### src/rtl/edge_point_writer_pkg.sv
// Shared definitions for the edge point writer: FSM encoding, default
// image geometry, buffer depth and coordinate width.
package edge_point_writer_pkg;

    typedef enum logic [1:0] {
        ST_IDLE    = 2'd0,
        ST_COLLECT = 2'd1,
        ST_DRAIN   = 2'd2,
        ST_DONE    = 2'd3
    } state_t;

    localparam int DEF_IMG_W     = 640;
    localparam int DEF_IMG_H     = 360;
    localparam int DEF_DEPTH     = 64;
    localparam int DEF_POINT_MSB = 15;
    localparam int POINT_W       = DEF_POINT_MSB + 1;

endpackage

### src/rtl/point_fifo.sv
// First-word-fall-through point buffer with synchronous flush.
// Head reads as zero while empty.
module point_fifo
    import edge_point_writer_pkg::*;
#(
    parameter int WIDTH = 2 * POINT_W,
    parameter int DEPTH = DEF_DEPTH
) (
    input  logic             clk,
    input  logic             reset,
    input  logic             flush,
    input  logic             push,
    input  logic [WIDTH-1:0] din,
    input  logic             pop,
    output logic [WIDTH-1:0] dout,
    output logic             full,
    output logic             empty,
    output logic [7:0]       count
);

    localparam int AW = (DEPTH > 1) ? $clog2(DEPTH) : 1;

    logic [WIDTH-1:0] mem [DEPTH];
    logic [AW-1:0]    wr_ptr;
    logic [AW-1:0]    rd_ptr;
    logic             do_push;
    logic             do_pop;

    assign full    = (count == 8'(DEPTH));
    assign empty   = (count == 8'd0);
    assign do_push = push && !full;
    assign do_pop  = pop && !empty;
    assign dout    = empty ? '0 : mem[rd_ptr];

    always_ff @(posedge clk or negedge reset) begin
        if (!reset) begin
            wr_ptr <= '0;
            rd_ptr <= '0;
            count  <= '0;
        end else if (flush) begin
            // A flush can coincide with the restarting pixel's own push.
            rd_ptr <= '0;
            wr_ptr <= push ? AW'(1) : '0;
            count  <= push ? 8'd1 : 8'd0;
        end else begin
            if (do_push) wr_ptr <= wr_ptr + AW'(1);
            if (do_pop)  rd_ptr <= rd_ptr + AW'(1);
            count <= count + 8'(do_push) - 8'(do_pop);
        end
    end

    always_ff @(posedge clk) begin
        if (flush && push)
            mem[0] <= din;
        else if (!flush && do_push)
            mem[wr_ptr] <= din;
    end

endmodule

### src/rtl/edge_point_writer.sv
// Scans a Canny edge raster, buffers {col,row} of edge pixels and hands
// them to a consumer; tracks frame boundaries via sof.
module edge_point_writer
    import edge_point_writer_pkg::*;
#(
    parameter int IMG_W     = DEF_IMG_W,
    parameter int IMG_H     = DEF_IMG_H,
    parameter int DEPTH     = DEF_DEPTH,
    parameter int msb_point = DEF_POINT_MSB
) (
    input  logic               clk,
    input  logic               reset,
    input  logic               pix_valid,
    input  logic               pix_edge,
    input  logic               sof,
    output logic               pix_ready,
    output logic [msb_point:0] x,
    output logic [msb_point:0] y,
    input  logic               inc_address,
    output logic               end_point,
    output logic [7:0]         cnt_xy,
    output logic               frame_err
);

    localparam int PW = msb_point + 1;
    localparam logic [msb_point:0] COL_LAST = PW'(IMG_W - 1);
    localparam logic [msb_point:0] ROW_LAST = PW'(IMG_H - 1);

    state_t            state, state_nx;
    logic [msb_point:0] col, row, col_nx, row_nx, eff_col, eff_row;
    logic              accept, process, flush, err_nx, full, empty;
    logic [2*PW-1:0]   head;

    assign pix_ready = !full && (state != ST_DRAIN);
    assign accept    = pix_valid && pix_ready;
    assign end_point = (state == ST_DONE);

    always_comb begin
        state_nx = state;
        col_nx   = col;
        row_nx   = row;
        process  = 1'b0;
        flush    = 1'b0;
        err_nx   = 1'b0;
        // An sof pixel is always treated as (0,0), whatever the counters say.
        eff_col  = sof ? '0 : col;
        eff_row  = sof ? '0 : row;
        case (state)
            ST_IDLE, ST_DONE: begin
                if (accept && sof) process = 1'b1;
            end
            ST_COLLECT: begin
                if (accept) begin
                    process = 1'b1;
                    if (sof && (col != '0 || row != '0)) begin
                        flush  = 1'b1;
                        err_nx = 1'b1;
                    end
                end
            end
            ST_DRAIN: begin
                if (empty) state_nx = ST_DONE;
            end
            default: state_nx = ST_IDLE;
        endcase
        if (process) begin
            state_nx = ST_COLLECT;
            if (eff_col == COL_LAST) begin
                col_nx = '0;
                if (eff_row == ROW_LAST) begin
                    row_nx   = '0;
                    state_nx = ST_DRAIN;
                end else begin
                    row_nx = eff_row + PW'(1);
                end
            end else begin
                col_nx = eff_col + PW'(1);
                row_nx = eff_row;
            end
        end
    end

    always_ff @(posedge clk or negedge reset) begin
        if (!reset) begin
            state     <= ST_IDLE;
            col       <= '0;
            row       <= '0;
            frame_err <= 1'b0;
        end else begin
            state     <= state_nx;
            col       <= col_nx;
            row       <= row_nx;
            frame_err <= err_nx;
        end
    end

    point_fifo #(
        .WIDTH(2 * PW),
        .DEPTH(DEPTH)
    ) u_fifo (
        .clk  (clk),
        .reset(reset),
        .flush(flush),
        .push (process && pix_edge),
        .din  ({eff_col, eff_row}),
        .pop  (inc_address),
        .dout (head),
        .full (full),
        .empty(empty),
        .count(cnt_xy)
    );

    assign x = head[2*PW-1:PW];
    assign y = head[PW-1:0];

endmodule

### config.mk
export PLATFORM = sky130hd
export DESIGN_NAME = edge_point_writer
export DESIGN_NICKNAME = d
export VERILOG_FILES = /design/src/rtl/edge_point_writer_pkg.sv /design/src/rtl/point_fifo.sv /design/src/rtl/edge_point_writer.sv
export SDC_FILE = /design/constraint.sdc
export NUM_CORES = 2
export LEC_CHECK = 0
export ABC_AREA = 1
export BUFFER_PORTS_ARGS = -buffer_cell sky130_fd_sc_hd__buf_2
export CAP_MARGIN = 40
export CORE_MARGIN = 1.5
export CORE_UTILIZATION = 35
export CTS_CLUSTER_DIAMETER = 40
export CTS_CLUSTER_SIZE = 40
export DETAILED_ROUTE_END_ITERATION = 6
export HOLD_SLACK_MARGIN = 0.12
export MAX_ROUTING_LAYER = met4
export PLACE_DENSITY = 0.51
export RECOVER_POWER = 50
export SYNTH_ARGS = -nofsm -noshare
export SYNTH_HDL_FRONTEND = slang
export SYNTH_HIERARCHICAL = 1
export SYNTH_SLANG_ARGS = --single-unit
### constraint.sdc
create_clock -name clk -period 8.07 [get_ports clk]
set_clock_uncertainty 0.2 [all_clocks]
set_input_delay 0.807 -clock clk [delete_from_list [all_inputs] [get_ports clk]]
set_output_delay 0.807 -clock clk [all_outputs]
set_load 0.005 [all_outputs]
## After elaboration in Yosys (flattened, before gate mapping)

Memories as Yosys holds them, arrays and structs flattened.
Cells that the tools add are included.
W data, S select, Z words.

- Register bits: 55
- Memory bits (writable): 2,048
- Input port bits: 6
- Output and inout bits: 43
- Word-level logic and storage cells: 77
- Memories: 1

Memories:

| memory | depth | bits a word | read ports | clocked after Yosys merged registers in | wr ports | line | RTL |
|---|---|---|---|---|---|---|---|
| u_fifo.mem | 64 | 32 | 1 | 0 | 1 | point_fifo.sv:23 | `logic [WIDTH-1:0] mem [DEPTH];` |

- Add/sub/neg operators: 6
- Eq/ne operators: 7
- Mux-type cells: 32
- Reduce and logical (&&, ||, !) cells: 24

Operator list:

| operator | count |
|---|---|
| $mux W16 | 5 |
| $mux W32 | 2 |
| $add A16 B1 Y16 const B | 2 |
| $reduce_bool A16 Y1 | 2 |
| $reduce_or A32 Y1 | 1 |
| $mux W6 | 5 |
| $eq A16 B10 Y1 const B | 1 |
| $eq A16 B9 Y1 const B | 1 |
| $mux W1 | 13 |
| $add A6 B1 Y6 const B | 2 |
| $mux W2 | 5 |
| $logic_and A1 B1 Y1 | 9 |
| $add A8 B1 Y8 | 1 |
| $eq A8 B7 Y1 const B | 1 |
| $logic_not A8 Y1 | 1 |
| $mux W8 | 1 |
| $reduce_bool A2 Y1 | 4 |
| $sub A8 B1 Y8 | 1 |
| $eq A2 B2 Y1 const B | 2 |
| $logic_not A1 Y1 | 3 |
| $eq A2 B1 Y1 const B | 1 |
| $logic_not A2 Y1 | 1 |
| $ne A2 B2 Y1 const B | 1 |
| $pmux W1 S2 | 1 |
| other kinds (3) | 3 |

## Longest topological paths before layout

- Word-level depth: 15
- Mapped depth: 25
- Mapped depth without buffers: 24

## Hierarchy

The synthesis kept the hierarchy.

Modules (own cells, without submodules):

| module | times used | cells each | area each (µm²) | seq. area each (µm²) |
|---|---|---|---|---|
| point_fifo | 1 | 6,945 | 83,551.4 | 61,999.5 |
| edge_point_writer | 1 | 432 | 2,753.9 | 875.8 |

## Least setup slack after synthesis

Ideal clock, no wire load.

- Kind: input-to-reg
- Start point: input port sof
- End point: register row[13]
- Arrival: 4.115 ns
- Setup slack: 3.635 ns
- Stages on the path: 12
- Cells stage by stage: buf_4 > buf_2 > nor2_1 > ha_1 > nand3_2 > nor2_4 > nand3_2 > nor2_4 > buf_4 > nand3_1 > nand3_1 > nand2_1

- Elaborated cells on any way between the ends: 10
- Those cells by class: add/sub (1); eq/ne (2); mux (6); reduce/logical (1)

RTL lines:

| item | line | RTL |
|---|---|---|
| start, declared | edge_point_writer.sv:15 | `input logic sof,` |
| $mux W16 | edge_point_writer.sv:46 | `eff_col = sof ? '0 : col;` |
| named net eff_col[0] | edge_point_writer.sv:30 | `logic [msb_point:0] col, row, col_nx, row_nx, eff_col, eff_row;` |
| $eq A16 B10 Y1 | edge_point_writer.sv:68 | `if (eff_col == COL_LAST) begin` |
| $mux W16 | edge_point_writer.sv:68 |  |
| end signal, assigned | edge_point_writer.sv:92 | `row <= row_nx;` |
| end, declared | edge_point_writer.sv:30 |  |

The timed path passes the listed nets, and every way through them passes these cells.
A chain may end at the register's enable or synchronous reset.

## Worst setup path after layout

- Start point: input port sof
- End point: memory u_fifo/mem[30][4] in the netlist's numbering (data pin)

- Cells in the longest elaborated chain, start to end: 2

RTL lines:

| item | line | RTL |
|---|---|---|
| $mux W16 | edge_point_writer.sv:47 | `eff_row = sof ? '0 : row;` |
| named net eff_row[4] | edge_point_writer.sv:30 |  |
| $mux W32 (no source line) | n/a |  |
| end, declared | point_fifo.sv:23 |  |

The timed path passes the listed nets, and every way through them passes these cells.

==> reports/metrics.yaml <==
outcome:
  status: "finished with violations"
  violations: "max-capacitance violations, max-slew violations"
power_and_ir_drop:
  p_leak_nw: 36.6
  switching_share: 0.369
  p_seq_frac: 0.317
  p_clk_frac: 0.382
  p_int_mw: 24.5
  power_switching_mw: 14.3
  worst_ir_drop_vdd_v: 0.000355
  p_comb_frac: 0.300
  power_density_nw_per_um2: 378
  power_mw: 38.8
placed_design:
  hpwl_mm: 161
  gp_congestion: 0.865
  dp.cells: 10400
  portBuffers: 48
  placed_cell_area_um2: 91400
  place_ws_ns: 2.42
setup_path:
  crit_fanout: 36
  crit_chain: "clkbuf_1 > clkbuf_1 > clkinvlp_2 > nand2_1 > clkinvlp_2 > clkbuf_2"
  endpoint_kind: "register"
  cp.required_ns: 8.30
  crit_slowest_cell: "clkinvlp_2"
  crit_buf_inv: 5
  arrival_ns: 7.13
  cp-start-kind: "input port"
  max_stage_delay_ns: 1.77
  critical_path_class: "in -> reg"
  path_delay_family: "buffers and inverters"
sta:
  hold_slack_ns: 0.214
  worstMarginPinSlew_ns: 3.53
  grt_setup_unrepaired: "no"
  finalMaxSlewViolations: 2125
  max_slew_margin: -1.35
  post-route-period-util: 0.855
  layout_setup_ws_ns: 1.17
  hold_violations: 0
  clock.fmax_mhz: 145
  setup_viol: 0
  finalSetupTns_ns: 0
  min_period_ns: 6.90
clocking:
  clock_latency_ns: 0.94
  cts.sinks: 2103
  cts.path.max_buffers: 4
  cts_made_buffers: 351
  root_buffer: "clkbuf_16"
  cts_tree: "built"
  cts.repair.resized: 0
  clkTransAtPathRegs_ns: 0.05
  cts_max_level: 5
drt:
  first_pass_iters: 5
  wl_per_cell_um: 24.4
  totalWireLength_mm: 268
  drc: 0
  drt_iter0_drc: 6848
  final_antenna_net_count: 0
  via_count: 57700
  vias_per_cell: 5.24
synthesis:
  netlist_area_um2: 86300
  synth_cell_types: 40
  syn_inst: 7377
  seq_area_frac_synth: 0.729
  synth_top_area_share: 0.713
  yosys.area.top_type: "edfxtp_1"
  ys_warn_count: 6
  syn-mean-instance-area_um2: 11.7
  synthTopCellsByArea: "edfxtp_1 71%, nand3_1 11%, nand2_1 11%"
  ys_seq_elements: 2103
  syn_nets: 7403
hold_path:
  hold_class: "in -> reg"
global_routing:
  antenna_found_initial: 18
  grt_pass1_wl_mm: 388
  grt_pass1_vias: 54500
  grt_remaining_overflow: 0
  grt_max_degree: 172
  grt_usage: 0.218
final_layout:
  final_core_utilization: 0.418
  drive_gt1_frac: 0.109
  fin_nets: 7535
  postLayoutCellArea_um2: 103000
  final_cells: 11000
  area_growth_pct: 18.9
floorplanning:
  io_pins: 49
  die_y_um: 500
  fp-row-count: 182
  start_util: 0.352
  die-area_um2: 250000
  die_width_um: 500
  core_area_um2: 245000
run:
  maxCapViolations: 63
## cells in the mapped netlist
cell      instances
nand2_1        2435
edfxtp_1       2048
nand3_1        1848
buf_2           244
nor2_1          221
clkbuf_1         97
inv_1            85
buf_4            73
dfrtp_1          55
o21ai_0          51
a21oi_1          50
buf_1            36
ha_1             19
o22ai_1          19
nand4_1          15
buf_6            12
nor4_1            7
xor2_1            7
nor2_4            6
nor3_1            6
nand2_2           5
nor3_2            5
inv_2             4
nand3_2           4
nand3b_1          3
a31oi_1           2
clkinv_1          2
inv_4             2
nor2_2            2
o211ai_1          2
o21ai_1           2
o21bai_1          2
a211oi_1          1
a21oi_2           1
a31oi_2           1
buf_8             1
fa_1              1
o21a_1            1
or2_2             1
xnor2_1           1
## area by class of cell
type / instances / area [um^2]
multi-input cells: 4718 / 21200
fillers: 22700 / 143000
clock buffers: 384 / 8970
repair buffers: 242 / 2390
clock inverters: 239 / 2740
inverters: 93 / 398
well taps: 3220 / 4030
flip-flops and latches: 2103 / 62900
diodes: 6 / 15.0
## power by group through the flow
stage                     logic [mW]  clock network [mW]  registers [mW]
after floorplan                 7.36                   0            12.3
after global placement          11.6                   0            12.5
after detailed placement        11.7                   0            12.5
after CTS                       11.7                15.0            12.3
after global routing            12.6                15.5            12.3
final                           11.7                14.8            12.3
## path summary, 6_finish.rpt
kind                                      startpoint                            to  slack, ns  cells after the start
min in group asynchronous                      reset     u_fifo/count[2]$_DFF_PN0_       1.52                      3
setup reg to reg           u_fifo/count[2]$_DFF_PN0_  u_fifo/mem[28][14]$_DFFE_PP_       2.37                     19
setup / recovery                                 sof   u_fifo/mem[30][4]$_DFFE_PP_       1.17                      6
hold / removal                           inc_address  u_fifo/rd_ptr[1]$_DFFE_PN0P_       0.21                      3
hold reg to reg                  row[15]$_DFFE_PN0P_           row[15]$_DFFE_PN0P_       0.29                      2
max in group asynchronous                      reset  u_fifo/rd_ptr[4]$_DFFE_PN0P_       3.65                      3
## layer usage
metal | part of all wire | vias up | wire (um) | global-route usage
met5 | 0 | - | 0 | -
met1 | 0.43 | 28700 | 117000 | 0.299
met3 | 0.062 | 465 | 16600 | 0.0278
li1 | - | 26500 | - | -
met4 | 0.039 | 0 | 10400 | 0.0829
met2 | 0.46 | 2051 | 125000 | 0.330
## placed cells by master (no fill, tap or decap), drive strengths merged, types with 2 or more instances in the layout
cell         netlist  final
nor3              11     11
buf              366    174
dlygate4sd3        0      2
nor2             229    229
clkbuf            97    450
ha                19     19
bufinv             0     42
xor2               7      7
nand2           2440   2440
a31oi              3      3
dfrtp             55     55
nor4               7      7
o211ai             2      2
edfxtp          2048   2048
a21oi             51     51
nand4             15     15
inv               91    131
o22ai             19     19
diode              0      6
nand3           1852   1852
o21bai             2      2
nand3b             3      3
o21ai             53     53
clkinv             2    111
clkinvlp           0     48
## tightest hold or removal path, delay by kind of cell
family                 cells  cell delay (ns)
AOI/OAI and AO/OA          1             0.11
buffers and inverters      1             0.17
and+or+nand+nor            1             0.22
## flip-flops by register name, indices dropped and copies added (netlist names)
name / flops
u_fifo/mem: 2048
col: 16
u_fifo/count: 8
u_fifo/wr_ptr: 6
row: 16
state: 2
u_fifo/rd_ptr: 6
frame_err: 1
## repair_timing
action / CTS / global route
endpoints found under the hold margin: 56 / 0
hold buffers: 2 / 0
setup buffers: 0 / 0
## cell families after synthesis
kind of cell / Yosys count / share of synthesized area
fa+ha+maj: 20 / 0.00299
xor+xnor: 8 / 0.000812
compound gates: 132 / 0.00826
simple gates: 4558 / 0.227
flops: 2103 / 0.729
buf+inv: 556 / 0.0321
Note: power is estimated with default switching activity, not from simulation.
